===== src/rtl/serial_adder_ctrl_if.sv =====
// Requester-side handshake and operand/result bundle for the bit-serial adder.
// The master drives start and operands; the slave (adder) returns status and result.
interface serial_adder_ctrl_if #(
  parameter int WIDTH = 8
);

  logic             start;
  logic [WIDTH-1:0] a;
  logic [WIDTH-1:0] b;
  logic             cin;
  logic             busy;
  logic             done;
  logic [WIDTH-1:0] sum;
  logic             cout;
  logic             overflow;

  modport master (
    output start, a, b, cin,
    input  busy, done, sum, cout, overflow
  );

  modport slave (
    input  start, a, b, cin,
    output busy, done, sum, cout, overflow
  );

endinterface


===== src/rtl/serial_adder_ctrl.sv =====
// Bit-serial adder: one full-adder slice reused LSB-first over WIDTH cycles,
// with the carry held in a single flip-flop between cycles.
module serial_adder_ctrl #(
  parameter int WIDTH = 8
) (
  input logic                clk,
  input logic                rst,
  serial_adder_ctrl_if.slave bus
);

  localparam int CNT_W = $clog2(WIDTH);
  localparam logic [CNT_W-1:0] LAST_BIT = CNT_W'(WIDTH - 1);

  typedef enum logic [1:0] {
    IDLE,
    RUN,
    DONE
  } state_e;

  state_e           state_q, state_d;
  logic [WIDTH-1:0] aSr_q, aSr_d;
  logic [WIDTH-1:0] bSr_q, bSr_d;
  logic [WIDTH-1:0] sSr_q, sSr_d;
  logic             carry_q, carry_d;
  logic [CNT_W-1:0] cnt_q, cnt_d;
  logic             aMsb_q, aMsb_d;
  logic             bMsb_q, bMsb_d;
  logic [WIDTH-1:0] sum_q, sum_d;
  logic             cout_q, cout_d;
  logic             ovf_q, ovf_d;
  logic             done_q, done_d;

  logic             sliceSum;
  logic             sliceCarry;
  logic [WIDTH-1:0] sumNext;

  assign sliceSum   = aSr_q[0] ^ bSr_q[0] ^ carry_q;
  assign sliceCarry = (aSr_q[0] & bSr_q[0]) | (carry_q & (aSr_q[0] ^ bSr_q[0]));
  // Sum bits enter at the top so the LSB ends up at bit 0 after WIDTH shifts.
  assign sumNext    = {sliceSum, sSr_q[WIDTH-1:1]};

  always_comb begin
    state_d = state_q;
    aSr_d   = aSr_q;
    bSr_d   = bSr_q;
    sSr_d   = sSr_q;
    carry_d = carry_q;
    cnt_d   = cnt_q;
    aMsb_d  = aMsb_q;
    bMsb_d  = bMsb_q;
    sum_d   = sum_q;
    cout_d  = cout_q;
    ovf_d   = ovf_q;
    done_d  = 1'b0;

    unique case (state_q)
      IDLE: begin
        if (bus.start) begin
          aSr_d   = bus.a;
          bSr_d   = bus.b;
          carry_d = bus.cin;
          cnt_d   = '0;
          aMsb_d  = bus.a[WIDTH-1];
          bMsb_d  = bus.b[WIDTH-1];
          state_d = RUN;
        end
      end
      RUN: begin
        aSr_d   = aSr_q >> 1;
        bSr_d   = bSr_q >> 1;
        sSr_d   = sumNext;
        carry_d = sliceCarry;
        cnt_d   = cnt_q + CNT_W'(1);
        // Visible results only update on the final slice, so they hold during RUN.
        if (cnt_q == LAST_BIT) begin
          sum_d   = sumNext;
          cout_d  = sliceCarry;
          ovf_d   = (aMsb_q == bMsb_q) && (sliceSum != aMsb_q);
          done_d  = 1'b1;
          state_d = DONE;
        end
      end
      DONE: begin
        state_d = IDLE;
      end
      default: begin
        state_d = IDLE;
      end
    endcase
  end

  always_ff @(posedge clk or posedge rst) begin
    if (rst) begin
      state_q <= IDLE;
      aSr_q   <= '0;
      bSr_q   <= '0;
      sSr_q   <= '0;
      carry_q <= 1'b0;
      cnt_q   <= '0;
      aMsb_q  <= 1'b0;
      bMsb_q  <= 1'b0;
      sum_q   <= '0;
      cout_q  <= 1'b0;
      ovf_q   <= 1'b0;
      done_q  <= 1'b0;
    end else begin
      state_q <= state_d;
      aSr_q   <= aSr_d;
      bSr_q   <= bSr_d;
      sSr_q   <= sSr_d;
      carry_q <= carry_d;
      cnt_q   <= cnt_d;
      aMsb_q  <= aMsb_d;
      bMsb_q  <= bMsb_d;
      sum_q   <= sum_d;
      cout_q  <= cout_d;
      ovf_q   <= ovf_d;
      done_q  <= done_d;
    end
  end

  assign bus.busy     = (state_q == RUN);
  assign bus.done     = done_q;
  assign bus.sum      = sum_q;
  assign bus.cout     = cout_q;
  assign bus.overflow = ovf_q;

endmodule


===== src/flat_wrapper.sv =====
// flat-port wrapper written by rule: the top's interface ports become plain ports
module serial_adder_ctrl_flat 
#(
  parameter int WIDTH = 8
)
  (clk, rst, bus_start, bus_a, bus_b, bus_cin, bus_busy, bus_done, bus_sum, bus_cout, bus_overflow);
  serial_adder_ctrl_if #(.WIDTH(WIDTH)) bus_i ();
  input logic clk;
  input logic rst;
  input wire logic [$bits(bus_i.start)-1:0] bus_start;
  input wire logic [$bits(bus_i.a)-1:0] bus_a;
  input wire logic [$bits(bus_i.b)-1:0] bus_b;
  input wire logic [$bits(bus_i.cin)-1:0] bus_cin;
  output wire logic [$bits(bus_i.busy)-1:0] bus_busy;
  output wire logic [$bits(bus_i.done)-1:0] bus_done;
  output wire logic [$bits(bus_i.sum)-1:0] bus_sum;
  output wire logic [$bits(bus_i.cout)-1:0] bus_cout;
  output wire logic [$bits(bus_i.overflow)-1:0] bus_overflow;
  assign bus_i.start = bus_start;
  assign bus_i.a = bus_a;
  assign bus_i.b = bus_b;
  assign bus_i.cin = bus_cin;
  assign bus_busy = bus_i.busy;
  assign bus_done = bus_i.done;
  assign bus_sum = bus_i.sum;
  assign bus_cout = bus_i.cout;
  assign bus_overflow = bus_i.overflow;
  serial_adder_ctrl #(.WIDTH(WIDTH)) u_core (.clk(clk), .rst(rst), .bus(bus_i));
endmodule

===== config.mk =====
export PLATFORM = sky130hd
export DESIGN_NAME = serial_adder_ctrl_flat
export DESIGN_NICKNAME = d
export VERILOG_FILES = /design/src/rtl/serial_adder_ctrl_if.sv /design/src/rtl/serial_adder_ctrl.sv /design/src/flat_wrapper.sv
export SDC_FILE = /design/constraint.sdc
export NUM_CORES = 1
export LEC_CHECK = 0
export BUFFER_PORTS_ARGS = -buffer_cell sky130_fd_sc_hd__buf_2
export CAP_MARGIN = 20
export CORE_MARGIN = 8
export CORE_UTILIZATION = 54
export DETAILED_ROUTE_END_ITERATION = 16
export PLACE_DENSITY_LB_ADDON = 0.3
export SLEW_MARGIN = 20
export SYNTH_ARGS = -nofsm -noshare
export SYNTH_HDL_FRONTEND = slang
export SYNTH_SLANG_ARGS = --single-unit

===== constraint.sdc =====
create_clock -name clk -period 1.83 [get_ports clk]
set_clock_uncertainty 0.15 [all_clocks]
set_input_delay 0.0915 -clock clk [delete_from_list [all_inputs] [get_ports clk]]
set_output_delay 0.0915 -clock clk [all_outputs]
set_load 0.02 [all_outputs]

* Word level (Yosys, flattened, before mapping)
Index checks and enable logic that the tools add are counted.
** Storage, ports and cells
- Input port bits :: 20
- Output and inout port bits :: 12
- Flip-flop bits (word level) :: 43
- Logic and storage cells :: 44
** Cells by class
- Muxes and demuxes :: 13
- Reduce and logical (&&, ||, !) cells :: 7
- Eq/ne operators :: 6
- $add $sub $neg :: 1
- Bitwise logic cells :: 5
** Operator list (number)
- one-hot mux 8 bit (2 select lines) :: 2
- two-way mux 8 bit :: 2
- AND reduction 2 bit :: 4
- one-hot mux 3 bit (2 select lines) :: 1
- two-way mux 2 bit :: 2
- one-hot mux 2 bit (2 select lines) :: 1
- adder 3 x 1 -> 3 bit (second input constant) :: 1
- == test 3 bit (second input constant) :: 1
- two-way mux 1 bit :: 3
- two-way mux 3 bit :: 1
- bitwise AND 1 bit :: 2
- == test 2 x 1 -> 1 bit (second input constant) :: 1
- zero test 2 bit :: 1
- != test 2 x 1 -> 1 bit (second input constant) :: 1
- != test 2 bit (second input constant) :: 1
- one-hot mux 1 bit (2 select lines) :: 1
- nonzero test 2 bit :: 1
- bitwise XOR 1 bit :: 2
- == test 1 bit :: 1
- logical AND 1 bit :: 1
- != test 1 bit :: 1
- bitwise OR 1 bit :: 1

* Depth between registers and ports, before layout
- Word-level depth :: 4
- Gate-level depth with buffers :: 6

* Least setup slack after synthesis
Ideal clock, no wire load.
- Kind :: reg2reg
- Start :: register u_core.cnt_q[0]
- End :: register u_core.sum_q[0] (netlist: u_core.bus.sum[0])
- Arrival :: 1299 ps
- Cell stages (with the launch flop) :: 6
- Slack :: 256 ps
- Buffers on the path :: 1
- Data required time :: 1555 ps
- Clock period less this slack :: 1574 ps
- Cells stage by stage :: dfrtp_1 -> ha_1 -> ha_1 -> nand3b_4 -> buf_6 -> mux2_4
** Between the ends
- Cells in the longest elaborated chain, start to end :: 2
** RTL lines
- from (decl) :: RTL line serial_adder_ctrl.sv:25 : logic [CNT_W-1:0] cnt_q, cnt_d;
- from (signal assigned) :: RTL line serial_adder_ctrl.sv:112 : cnt_q <= cnt_d;
- == test 3 bit :: RTL line serial_adder_ctrl.sv:75 : if (cnt_q == LAST_BIT) begin
- AND reduction 2 bit (no line)
- to (signal assigned) :: RTL line serial_adder_ctrl.sv:115 : sum_q <= sum_d;
- to (decl) :: RTL line serial_adder_ctrl.sv:28 : logic [WIDTH-1:0] sum_q, sum_d;
Every way passes these cells.
A chain may end at the register's enable or synchronous reset.

* Final worst setup path
- Start :: register u_core.state_q[0]
- End :: output port bus_busy
** Between the ends
- Cells in the longest elaborated chain, start to end :: 1
** RTL lines
- from (decl) :: RTL line serial_adder_ctrl.sv:20 : state_e state_q, state_d;
- from (signal assigned) :: RTL line serial_adder_ctrl.sv:107 : state_q <= state_d;
- == test 2 x 1 -> 1 bit :: RTL line serial_adder_ctrl.sv:122 : assign bus.busy = (state_q == RUN);
- to (decl) :: RTL line flat_wrapper.sv:14 : output wire logic [$bits(bus_i.busy)-1:0] bus_busy;
Every way passes these cells.

==> flow_summary.yaml <==
pwr:
  peakVddDrop_uv: 765
  p_sw_w: 0.00122
  p_sw_share_pct: 34.6
  internal-power_w: 0.00230
  seq_power_share_pct: 45.5
  clkPwrFrac_pct: 16.3
  leakagePower_nw: 1.10
  comb_power_share_pct: 38.1
  p_per_area_nw_per_um2: 1570
global_route:
  overflow: 0
  antenna_found_initial: 0
  grt_use_total_pct: 14.6
  first_global_vias: 1298
  grt_pass1_wl_mm: 6.01
  grt_max_degree: 43
synthesis:
  synth_largest_area_cell: "dfrtp_1"
  synthTopCellsByCount: "dfrtp_1, nand2_1, a22oi_1, o21ai_0, mux2_2"
  yosysMostFrequentCell: "dfrtp_1"
  synth_top_area_share_pct: 58.9
  synth_edf_count: 0
  synthCells: 138
  synth_area_leaders: "dfrtp_1, mux2_2, a22oi_1"
  ys.flop_type: "dfrtp_1"
  synth_nets: 161
  ys_ff_latch: 42
  syn_avg_cell_area_um2: 12.9
  yosysUniqueCellTypes: 23
  yosys_warnings: 0
  synthArstFlopShare_pct: 100
  synth_area_um2: 1780
  synth_seq_area_share_pct: 58.9
sta:
  rsz0062_at_grt: "no"
  timing.slew.headroom_pct: 66.4
  setup_tns_ps: 0
  timing.final.crit_share_pct: 92.1
  setup_violations: 0
  period_needed_ps: 1690
  worst_slew_pin_slew_ps: 504
  max_freq_mhz: 593
  hold_viol_final: 0
  maxSlewViolCount: 0
  worst_slack_ps: 144
cts:
  cts_resized: 0
  cts_sinks: 42
  cts.htree.levels: 2
  cts-root-buf: "clkbuf_4"
  cts.path.max_buffers: 2
  postCtsSetupRepairBufs: 0
  cts_tree: "yes"
  cts_buffers: 5
  clkTransAtPathRegs_ps: 120
  clk_latency_ps: 350
min_path:
  hold_path_class: "primary input to async pin"
final_layout:
  drive_gt1_share_pct: 34.2
  multiInputGateArea_um2: 656
  fin_nets: 215
  n_fill_cell: 257
  seq_area_um2: 1050
  n_antenna_cell: 0
  area_delta_synth_final_pct: 25.8
critical_path:
  crit_type: "flip-flop to output pin"
  cp.required_ps: 1590
  path_max_fanout: 11
  worst_setup_path_start_kind: "flip-flop"
  arrival_ps: 1440
  critPathCaptureType: "output pin"
die:
  boundaryPins: 32
  core_um2: 3260
  initial_core_util_pct: 54.7
  rows: 21
  die_x_um: 73.5
  die_h_um: 73.5
  dieArea_um2: 5400
place:
  dp_hpwl_mm: 2.37
  io_buffers: 31
  dp_slack_ps: 185
  place_congestion: 0.715
outcome:
  status: "finished, final reports clean"
route:
  drt_first_iter_violations: 98
  remaining_drc_errors: 0
  route.vias.total: 1257
  via_per_inst: 5.26
  routed_wl_mm: 3.51
  route.detailed.wl_per_inst_um: 14.7
  ant_nets: 0
  firstDrtPassIters: 4
job:
  drv_cap: 0
## repair_timing
item,in CTS,in global routing
endpoints found under the setup margin,0,0
hold endpoints to repair,62,0
hold buffers,19,0
## power by group through the flow
stage / Sequential, W / Combinational [W] / Clock [W]
finish: 0.00160 / 0.00134 / 0.000574
CTS: 0.00160 / 0.00136 / 0.000589
floorplan: 0.00166 / 0.000916 / 0
global route: 0.00166 / 0.00148 / 0.000618
detailed placement: 0.00162 / 0.00132 / 0
global placement: 0.00159 / 0.00128 / 0
## per-layer routing
metal	vias up	wire length, µm	part of all wire (%)	GRT usage [%]
li1	594	-	-	-
met1	624	1540	44	17.2
met2	32	1700	48	23.6
met3	7	218	6.2	4.50
met4	0	61	1.7	6.65
met5	-	0	0	0
## through the flow
step	instances	util, %	hold slack, ps	instance area [µm²]	total power (W)
after floorplan	138	-	74.0	1780	0.00257
after global placement	212	60.6	84.6	1980	0.00287
after detailed placement	212	60.6	92.4	1980	0.00294
after CTS	239	68.9	259	2240	0.00354
after global routing	239	68.9	316	2240	0.00376
final	239	68.9	250	2240	0.00352
## sequential cells by signal, indices dropped and copies added (netlist names)
register and cells:
u_core.carry_q 1, u_core.bSr_q 8, u_core.bus.sum 8, u_core.aSr_q 8, u_core.state_q 2, u_core.bus.done 1, u_core.aMsb_q 1, u_core.cnt_q 3
u_core.sSr_q 7, u_core.bMsb_q 1, u_core.bus.cout 1, u_core.bus.overflow 1
## critical path, stage by stage (launching register included)
cell and delay (ps):
dfrtp_1 550, nor2b_1 180, buf_4 190, buf_2 190
## path summary, 6_finish.rpt
check / from / end / depth (start not counted) / slack, ps
min: rst / u_core.bus.sum[0] / 4 / 250
min in group clk: u_core.aSr_q[5] / u_core.aSr_q[5] / 2 / 340
max reg2reg: u_core.carry_q / u_core.bus.overflow / 4 / 190
min reg2reg: u_core.aSr_q[5] / u_core.aSr_q[5] / 2 / 340
max: u_core.state_q[0] / bus_busy / 3 / 140
max in group asynchronous: rst / u_core.cnt_q[1] / 4 / 920
## kinds of logic (layout without fill, tap and decap cells)
logic type,count (synthesis),in the layout,share of synthesized area (%)
fa+ha+maj,3,3,2.53
buf+inv,12,67,4.28
compound gates,38,38,13.8
flops,42,42,58.9
simple gates,24,24,7.23
mux,19,19,13.3
## cells in the final DEF (no fill, tap or decap), drive strengths merged, types with 2 or more instances in the layout
cell / n
a22oi: 15
o21ai: 16
nand2b: 2
dfrtp: 42
a22o: 4
inv: 3
a21oi: 2
ha: 2
nand2: 16
buf: 37
clkinv: 2
nor2b: 2
clkbuf: 5
dlygate4sd3: 19
mux2: 19
nor2: 2
## area by class of cell
class	count	area share (%)
Tap cell	46	2.57
Sequential cell	42	46.8
Clock inverter	3	1.78
Inverter	3	0.502
Multi-Input combinational cell	84	29.2
Clock buffer	5	1.67
Timing Repair Buffer	56	17.4
Power figures use the tool's default switching activity.
